==> config.mk <==
export PLATFORM = sky130hd
export DESIGN_NAME = lcd_8080_ctrl
export DESIGN_NICKNAME = d
export VERILOG_FILES = /design/src/rtl/lcd_8080_ctrl.sv
export SDC_FILE = /design/constraint.sdc
export NUM_CORES = 1
export LEC_CHECK = 0
export ABC_CLOCK_PERIOD_IN_PS = 4200
export CORE_MARGIN = 2
export CORE_UTILIZATION = 35
export DETAILED_ROUTE_END_ITERATION = 8
export SLEW_MARGIN = 40
export SYNTH_ARGS = -nofsm -noshare
export SYNTH_HDL_FRONTEND = slang
export SYNTH_SLANG_ARGS = --single-unit
==> constraint.sdc <==
create_clock -name clk -period 4.2 [get_ports clk]
set_clock_uncertainty 0.05 [all_clocks]
set_input_delay 0.84 -clock clk [delete_from_list [all_inputs] [get_ports clk]]
set_output_delay 0.84 -clock clk [all_outputs]
set_load 0.01 [all_outputs]
==> src/rtl/lcd_8080_ctrl.sv <==
// Avalon-MM slave that posts command/data words through a FIFO onto an
// Intel-8080-style LCD bus, and runs single LCD data reads on request.
module lcd_8080_ctrl #(
  parameter int unsigned FIFO_DEPTH = 16,
  parameter int unsigned T_WR_LOW   = 2,
  parameter int unsigned T_WR_HIGH  = 2,
  parameter int unsigned T_RD_LOW   = 8,
  parameter int unsigned T_RD_HIGH  = 4
) (
  input  logic        clk,
  input  logic        reset_n,
  input  logic [2:0]  avs_address,
  input  logic        avs_write,
  input  logic [31:0] avs_writedata,
  input  logic        avs_read,
  output logic [31:0] avs_readdata,
  output logic        avs_waitrequest,
  output logic        lcd_cs_n,
  output logic        lcd_reset_n,
  output logic [15:0] lcd_data_o,
  input  logic [15:0] lcd_data_i,
  output logic        lcd_data_oe,
  output logic        lcd_rd_n,
  output logic        lcd_wr_n,
  output logic        lcd_dc,
  output logic        lcd_im0
);

  localparam int unsigned AW      = $clog2(FIFO_DEPTH);
  localparam int unsigned LW      = AW + 1;
  localparam int unsigned CW      = 16;
  localparam int unsigned ENTRY_W = 17;

  localparam logic [2:0] S_IDLE    = 3'd0;
  localparam logic [2:0] S_SETUP   = 3'd1;
  localparam logic [2:0] S_WR_LOW  = 3'd2;
  localparam logic [2:0] S_WR_HIGH = 3'd3;
  localparam logic [2:0] S_RD_LOW  = 3'd4;
  localparam logic [2:0] S_RD_HIGH = 3'd5;
  localparam logic [2:0] S_RD_DONE = 3'd6;

  logic [ENTRY_W-1:0] mem [FIFO_DEPTH];
  logic [AW-1:0]      wr_ptr;
  logic [AW-1:0]      rd_ptr;
  logic [LW-1:0]      level;
  logic [ENTRY_W-1:0] head;
  logic               fifo_empty;
  logic               fifo_full;
  logic               push_req;
  logic               push;
  logic               pop;
  logic               rd_req;
  logic               rd_active;
  logic               busy;

  logic [2:0]         state, state_d;
  logic [CW-1:0]      cnt, cnt_d;
  logic               is_rd, is_rd_d;
  logic [ENTRY_W-1:0] cur, cur_d;
  logic [15:0]        capt, capt_d;
  logic [1:0]         ctrl;

  logic               cs_d, wr_d, rd_d, oe_d, dc_d;
  logic [15:0]        data_d;
  logic               unused_bits;

  assign unused_bits = ^avs_writedata[31:16];

  assign fifo_empty = (level == '0);
  assign fifo_full  = (level == LW'(FIFO_DEPTH));
  assign head       = mem[rd_ptr];
  assign rd_req     = avs_read && (avs_address == 3'd4);
  assign push_req   = avs_write && (avs_address[2:1] == 2'b00);
  // Posted writes are held off while an LCD read owns the bus.
  assign rd_active  = ((state == S_SETUP) && is_rd) || (state == S_RD_LOW) ||
                      (state == S_RD_HIGH);
  assign push       = push_req && !fifo_full && !rd_active;
  assign busy       = (state != S_IDLE) || !fifo_empty;

  assign lcd_reset_n = ctrl[0];
  assign lcd_im0     = ctrl[1];

  always_ff @(posedge clk) begin
    if (push) begin
      mem[wr_ptr] <= {avs_address[0], avs_writedata[15:0]};
    end
  end

  always_ff @(posedge clk) begin
    if (!reset_n) begin
      wr_ptr <= '0;
      rd_ptr <= '0;
      level  <= '0;
    end else begin
      if (push) wr_ptr <= wr_ptr + AW'(1);
      if (pop)  rd_ptr <= rd_ptr + AW'(1);
      case ({push, pop})
        2'b10:   level <= level + LW'(1);
        2'b01:   level <= level - LW'(1);
        default: ;
      endcase
    end
  end

  always_ff @(posedge clk) begin
    if (!reset_n) begin
      ctrl <= 2'b00;
    end else if (avs_write && (avs_address == 3'd2)) begin
      ctrl <= avs_writedata[1:0];
    end
  end

  always_comb begin
    avs_waitrequest = 1'b0;
    if (reset_n) begin
      if (push_req && (fifo_full || rd_active)) avs_waitrequest = 1'b1;
      if (rd_req && (state != S_RD_DONE))      avs_waitrequest = 1'b1;
    end
  end

  always_comb begin
    avs_readdata = '0;
    if (avs_read) begin
      case (avs_address)
        3'd2:    avs_readdata = {30'd0, ctrl};
        3'd3:    avs_readdata = {16'd0, 8'(level), 6'd0, fifo_full, busy};
        3'd4:    if (state == S_RD_DONE) avs_readdata = {16'd0, capt};
        default: avs_readdata = '0;
      endcase
    end
  end

  // Bus outputs are registered from the current state, so each strobe
  // phase lags the state that requests it by one clock.
  always_comb begin
    state_d = state;
    cnt_d   = cnt;
    is_rd_d = is_rd;
    cur_d   = cur;
    capt_d  = capt;
    pop     = 1'b0;
    cs_d    = 1'b1;
    wr_d    = 1'b1;
    rd_d    = 1'b1;
    oe_d    = 1'b0;
    dc_d    = lcd_dc;
    data_d  = lcd_data_o;
    case (state)
      S_IDLE: begin
        if (!fifo_empty) begin
          pop     = 1'b1;
          cur_d   = head;
          is_rd_d = 1'b0;
          state_d = S_SETUP;
        end else if (rd_req) begin
          is_rd_d = 1'b1;
          state_d = S_SETUP;
        end
      end
      S_SETUP: begin
        cs_d = 1'b0;
        if (is_rd) begin
          dc_d    = 1'b1;
          cnt_d   = CW'(T_RD_LOW - 1);
          state_d = S_RD_LOW;
        end else begin
          dc_d    = cur[16];
          data_d  = cur[15:0];
          oe_d    = 1'b1;
          cnt_d   = CW'(T_WR_LOW - 1);
          state_d = S_WR_LOW;
        end
      end
      S_WR_LOW: begin
        cs_d = 1'b0;
        wr_d = 1'b0;
        oe_d = 1'b1;
        if (cnt == '0) begin
          cnt_d   = CW'(T_WR_HIGH - 1);
          state_d = S_WR_HIGH;
        end else begin
          cnt_d = cnt - CW'(1);
        end
      end
      S_WR_HIGH: begin
        cs_d = 1'b0;
        oe_d = 1'b1;
        if (cnt != '0) begin
          cnt_d = cnt - CW'(1);
        end else if (!fifo_empty) begin
          pop     = 1'b1;
          cur_d   = head;
          state_d = S_SETUP;
        end else begin
          state_d = S_IDLE;
        end
      end
      S_RD_LOW: begin
        cs_d = 1'b0;
        rd_d = 1'b0;
        if (cnt == '0) begin
          cnt_d   = CW'(T_RD_HIGH - 1);
          state_d = S_RD_HIGH;
        end else begin
          cnt_d = cnt - CW'(1);
        end
      end
      S_RD_HIGH: begin
        cs_d = 1'b0;
        // The registered rd_n is still low on this edge: last sample point.
        if (cnt == CW'(T_RD_HIGH - 1)) capt_d = lcd_data_i;
        if (cnt == '0) begin
          state_d = S_RD_DONE;
        end else begin
          cnt_d = cnt - CW'(1);
        end
      end
      S_RD_DONE: begin
        is_rd_d = 1'b0;
        state_d = S_IDLE;
      end
      default: state_d = S_IDLE;
    endcase
  end

  always_ff @(posedge clk) begin
    if (!reset_n) begin
      state       <= S_IDLE;
      cnt         <= '0;
      is_rd       <= 1'b0;
      cur         <= '0;
      capt        <= '0;
      lcd_cs_n    <= 1'b1;
      lcd_wr_n    <= 1'b1;
      lcd_rd_n    <= 1'b1;
      lcd_data_oe <= 1'b0;
      lcd_dc      <= 1'b0;
      lcd_data_o  <= '0;
    end else begin
      state       <= state_d;
      cnt         <= cnt_d;
      is_rd       <= is_rd_d;
      cur         <= cur_d;
      capt        <= capt_d;
      lcd_cs_n    <= cs_d;
      lcd_wr_n    <= wr_d;
      lcd_rd_n    <= rd_d;
      lcd_data_oe <= oe_d;
      lcd_dc      <= dc_d;
      lcd_data_o  <= data_d;
    end
  end

endmodule

==> flow_metrics.py, run 1 <==
metrics = {
    "placed_design": {
        "portBuffers": 78,
        "globalplace.congestion": 0.8291,
        "place_area_um2": 16550,
        "dp_cells": 1576,
        "dp_hpwl_um": 20090,
    },
    "floorplan": {
        "fp.dieH_um": 210.8,
        "coreArea_um2": 42040,
        "num_rows": 75,
        "initial_core_util": 0.3560,
        "pin_count": 111,
        "die_area_um2": 44430,
        "die_x_um": 210.8,
    },
    "routing": {
        "wl_um": 32130,
        "drtPass1Iterations": 7,
        "drt_iter0_drc": 610,
        "wire_per_inst_um": 19.51,
        "vias_per_cell": 5.125,
        "vias": 8441,
        "ant_nets": 0,
        "drcViolationCount": 0,
    },
    "sta": {
        "hold_viol_final": 0,
        "setup_violations": 0,
        "timing.fmax_mhz": 254.6,
        "holdWs_ps": 396.9,
        "relSlewSlack": 0.4888,
        "period_share": 0.9351,
        "rsz0062_at_grt": "no",
        "tightest_slew_ps": 766.8,
        "post-route-min-period_ps": 3927,
        "tns_ps": 0,
        "report.final.slew_viol_count": 0,
    },
    "critical_path": {
        "ff2ff_setup_slack_ps": 750,
        "worstPathMaxFanout": 18,
        "slowest_stage": "dfxtp_1",
        "crit_required_ps": 3310,
        "path_cells": "inv_1, nor2_1, and3_2, a32oi_1, a21oi_1, clkdlybuf4s50_1",
        "path_class": "flip-flop to output pin",
        "cpPeakStageDelay_ps": 700,
        "worstSetupStartpointType": "flip-flop",
        "cp-end-kind": "output pin",
        "cp.arrival_ps": 3040,
    },
    "power_and_ir_drop": {
        "finalPower_mw": 10.42,
        "power_leakage_nw": 5.721,
        "pwr_density_cell_nw_per_um2": 585.7,
        "p_int_mw": 7.277,
        "peakVddDrop_v": 0.0002596,
        "switching_share": 0.3019,
        "seqPwrFrac": 0.421,
        "clkPwrFrac": 0.314,
        "pwr-share-comb": 0.264,
        "p_switching_mw": 3.146,
    },
    "clocking": {
        "ctsResizeCount": 0,
        "clkSinkCount": 365,
        "cts-root-buf": "clkbuf_16",
        "cts_tree": "built",
        "clkLatencyLatePin_ps": 540,
        "clk_pin_slew_worst_paths_ps": 60,
        "ctsHtreeMaxLevel": 2,
        "post_cts_buffers": 0,
        "cts_buffer_depth": 3,
        "numCtsBuffers": 38,
        "cts_hold_buf": 0,
    },
    "synth": {
        "synth_top_area_cell": "edfxtp_1",
        "synth.cell_area_um2": 14960,
        "synth-seq-cells": 365,
        "ys_types": 67,
        "synth_cells": 976,
        "synthSimpleGateAreaFrac": 0.08821,
        "synth_edf_count": 272,
        "synth_fa_ha_area_frac": 0.008361,
        "avgSynthCellArea_um2": 15.33,
        "synth_xor_area_frac": 0.007609,
        "synth_top_area_share": 0.5458,
        "yosys_warnings": 0,
        "ys_seq_area_frac": 0.6702,
        "async_reset_ff_frac": 0,
        "synthTopCellsByArea": "edfxtp_1 (55%), mux4_2 (13%), dfxtp_1 (12%)",
        "synth_top_family_by_area": "multiplexers",
        "synth_flop_cell": "edfxtp_1",
        "synth-compound-area-share": 0.06145,
        "muxShareOfSynthArea": 0.1333,
    },
    "grt": {
        "antenna_found_initial": 1,
        "grt_pass1_wl_um": 49510,
        "grt_max_degree": 88,
        "grt.total_usage": 0.1463,
        "grt_pass1_vias": 8411,
        "overflow": 0,
    },
    "run_status": {
        "status": "finished clean",
    },
    "cells_and_area": {
        "nets": 1142,
        "synthToLayoutAreaGrowth_pct": 18.92,
        "drive_gt1_frac": 0.2033,
        "layout.cells.non_filler": 1647,
        "final_cell_area_um2": 17800,
        "final_cell_mix": "edfxtp_1 (272), nand2_1 (132), dfxtp_1 (90)",
        "final_common_cell": "edfxtp_1",
    },
    "min_path": {
        "hold_class": "flip-flop to flip-flop",
    },
    "job": {
        "drv_cap": 0,
    },
}
power by group through the flow:
stage / logic, mW / clock network, mW / registers, mW
after floorplan: 2.20 / 0 / 4.32
after global placement: 2.75 / 0 / 4.47
after detailed placement: 2.78 / 0 / 4.48
after CTS: 2.79 / 3.36 / 4.40
after global routing: 3.04 / 3.51 / 4.44
final: 2.75 / 3.28 / 4.39
worst paths after layout:
check                   startpoint                    end  cells after the start
max          state[2]$_SDFFE_PN0P_        avs_readdata[1]                      6
min           capt[3]$_SDFFE_PN0P_   capt[3]$_SDFFE_PN0P_                      2
max reg2reg  level[1]$_SDFFE_PN0P_  level[3]$_SDFFE_PN0P_                     12
min reg2reg   capt[3]$_SDFFE_PN0P_   capt[3]$_SDFFE_PN0P_                      2
registers in the layout, indices dropped and copies added, names as in the netlist, named ones only:
register / cells
capt: 16
cnt: 16
ctrl: 2
cur: 17
is_rd: 1
lcd_cs_n: 1
lcd_data_o: 16
lcd_data_oe: 1
lcd_dc: 1
lcd_rd_n: 1
lcd_wr_n: 1
level: 5
mem: 272
rd_ptr: 4
state: 3
wr_ptr: 4
kinds of logic after synthesis:
group           Yosys count
simple gates            279
flops                   365
compound gates          128
fa+ha+maj                10
buf+inv                  87
mux                      93
other cells               1
xor+xnor                 13
synthesized netlist by cell type (all sizes together), types with 5 or more instances:
library cell	n
edfxtp	272
nand2	132
dfxtp	93
mux4	85
a21boi	55
nor2	45
clkbuf	42
buf	32
o21ai	19
a21oi	18
nor3	17
and3	14
inv	13
nand3	13
and2	11
ha	10
xnor2	10
mux2i	8
nor4	8
or3	8
a22oi	6
nand2b	6
nand3b	5
nor2b	5
or4	5
layout make-up:
| class | instances | area, µm² |
|---|---|---|
| Inverter | 13 | 48.80 |
| Clock inverter | 18 | 166.4 |
| Fill cell | 3777 | 24240 |
| Sequential cell | 365 | 10040 |
| Clock buffer | 52 | 1069 |
| Tap cell | 539 | 674.4 |
| Timing Repair Buffer | 120 | 1207 |
| Antenna cell | 1 | 2.502 |
| Multi-Input combinational cell | 539 | 4589 |
routing by layer:
metal	vias up	global-route usage	share of wire
met5	-	0	0
met4	0	0.03910	0.018
met3	43	0.02751	0.053
met2	246	0.2374	0.47
met1	4249	0.2030	0.45
li1	3903	-	-
per-stage QoR:
step | setup slack [ps] | util
after detailed placement | 325.9 | 0.3938
after CTS | 149.4 | 0.4232
after global placement | 365.2 | 0.3937
after floorplan | 836.0 | -
after global routing | 82.40 | 0.4232
final | 272.8 | 0.4233
critical path: cells and delay by family (launching register included):
kind,cells,cell delay (ps)
buf+inv,2,800
flops,1,700
simple gates,2,690
compound gates,2,300
Power figures use the tool's default switching activity.
==> inputs of run 2 (changes only) <==
CORE_MARGIN = not set   (was 2)
SLEW_MARGIN = not set   (was 40)
==> run 2 against run 1 <==
Against the previous run: combinational power about the same; design area increased by 0.39%; count of clock-buffer cells in the layout increased by 3; first-iteration DRC count increased by 4.4%; flip-flop and latch count unchanged; highest routed layer is now met5; register-to-register slack got worse by 70 ps; worst hold slack improved by 1.2 ps; sequential share of layout area decreased by 0.23 points; non-clock buffer count increased by 10; via count decreased by 0.18%; clock power increased by 5%; critical path type is now primary input to output pin; critical path depth increased by 1.
==> flow_metrics.py, run 2 (synthesis results as in run 1) <==
metrics = {
    "cells_and_area": {
        "final_common_cell": "edfxtp_1",
        "final_cell_area_um2": 17860,
        "reg_top3": "mem x272, cur x17",
        "nFillCells": 3742,
        "drive_gt1_frac": 0.2102,
        "synthToLayoutAreaGrowth_pct": 19.38,
        "nets": 1153,
        "final_cell_mix": "edfxtp_1 (272), nand2_1 (132), dfxtp_1 (90)",
        "top_register": "mem",
        "largest_reg_flops": 272,
        "antennaDiodeCount": 0,
    },
    "clocking": {
        "cts_buffer_depth": 3,
        "cts_hold_buf": 0,
        "ctsHtreeMaxLevel": 2,
        "clkLatencyLatePin_ps": 560,
        "clkSinkCount": 365,
        "post_cts_buffers": 0,
        "cts_tree": "built",
        "clk_pin_slew_worst_paths_ps": 60,
        "ctsResizeCount": 0,
        "numCtsBuffers": 39,
        "cts-root-buf": "clkbuf_16",
    },
    "floorplan": {
        "fp.dieH_um": 208.8,
        "pin_count": 111,
        "initial_core_util": 0.3560,
        "die_area_um2": 43590,
        "coreArea_um2": 42040,
        "die_x_um": 208.8,
        "num_rows": 75,
    },
    "placed_design": {
        "place_area_um2": 16550,
        "portBuffers": 78,
        "globalplace.congestion": 0.8247,
        "dp_hpwl_um": 21150,
    },
    "sta": {
        "relSlewSlack": 0.4678,
        "tightest_slew_ps": 798.3,
        "post-route-min-period_ps": 3807,
        "rsz0062_at_grt": "no",
        "timing.fmax_mhz": 262.7,
        "setup_violations": 0,
        "hold_viol_final": 0,
        "period_share": 0.9064,
        "report.final.slew_viol_count": 0,
        "tns_ps": 0,
    },
    "min_path": {
        "hold_depth": 2,
        "hold_class": "flip-flop to flip-flop",
    },
    "critical_path": {
        "r2r_cells": 13,
        "worstPathMaxFanout": 10,
        "worstSetupStartpointType": "primary input",
        "cp-end-kind": "output pin",
        "crit_required_ps": 3310,
        "cp.arrival_ps": 2920,
        "path_class": "primary input to output pin",
    },
    "routing": {
        "drcViolationCount": 0,
        "wire_per_inst_um": 19.85,
        "drt_iter0_drc": 637,
        "ant_nets": 0,
        "vias": 8426,
        "wl_um": 32890,
        "drtPass1Iterations": 7,
        "vias_per_cell": 5.085,
    },
    "grt": {
        "grt.total_usage": 0.1553,
        "overflow": 0,
        "grt_max_degree": 88,
        "grt_pass1_vias": 8532,
        "antenna_found_initial": 1,
        "grt_pass1_wl_um": 51520,
    },
    "power_and_ir_drop": {
        "peakVddDrop_v": 0.0002734,
        "power_leakage_nw": 5.799,
        "pwr_density_cell_nw_per_um2": 594.8,
        "finalPower_mw": 10.63,
    },
    "job": {
        "drv_cap": 0,
    },
    "run_status": {
        "status": "finished clean",
    },
}
[run 2: changes by cell type in the layout (fill, tap and decap cells not counted), moves of 2 or more]
cell,before,now
buf_12,9,3
buf_4,32,49
clkbuf_8,4,8
clkinv_2,8,5
clkinvlp_4,3,1
inv_6,0,2
[run 2: path summary, 6_finish.rpt]
path	startpoint	to	slack, ps
worst min register to register	capt[5]$_SDFFE_PN0P_	capt[5]$_SDFFE_PN0P_	400
worst min-delay path	capt[5]$_SDFFE_PN0P_	capt[5]$_SDFFE_PN0P_	400
worst max-delay path	avs_address[2]	avs_readdata[10]	390
worst max register to register	cnt[8]$_SDFFE_PN0P_	level[3]$_SDFFE_PN0P_	680
[run 2: power breakdown]
group | internal, mW | switching (mW)
sequential | 4.11 | 0.305
combinational | 1.25 | 1.51
clock | 2.05 | 1.40
total | 7.42 | 3.21
[run 2: layer usage]
layer | routed length, µm | vias up | share of wire | global-route usage
li1 | - | 3922 | - | -
met1 | 14610 | 4254 | 0.44 | 0.2073
met2 | 15790 | 208 | 0.48 | 0.2528
met3 | 1909 | 40 | 0.058 | 0.03953
met4 | 566 | 2 | 0.017 | 0.03955
met5 | 17 | - | 0.00052 | 0
[run 2: per-stage QoR]
stage                     std cells  utilization  hold slack, ps  setup WS (ps)
after floorplan                 991            -           377.6          836.0
after global placement         1586       0.3937           386.0          445.8
after detailed placement       1586       0.3937           392.7          431.5
after CTS                      1657       0.4249           400.8          196.4
after global routing           1657       0.4249           416.1          234.0
final                          1657       0.4249           398.0          393.2
[run 2: layout make-up]
cell class,instances,area (µm²),share of cell area
flip-flops and latches,365,10040,0.5618
multi-input cells,539,4588,0.2568
repair buffers,130,1204,0.06738
clock buffers,55,1116,0.06247
well taps,539,674.4,0.03775
clock inverters,16,197.7,0.01107
inverters,13,48.80,0.002731
[run 2: critical path: stages]
cell,delay (ps)
clkdlybuf4s50_1,500
nor3b_1,250
and3_1,340
buf_4,210
a22oi_1,100
nor2_1,120
clkdlybuf4s50_1,550
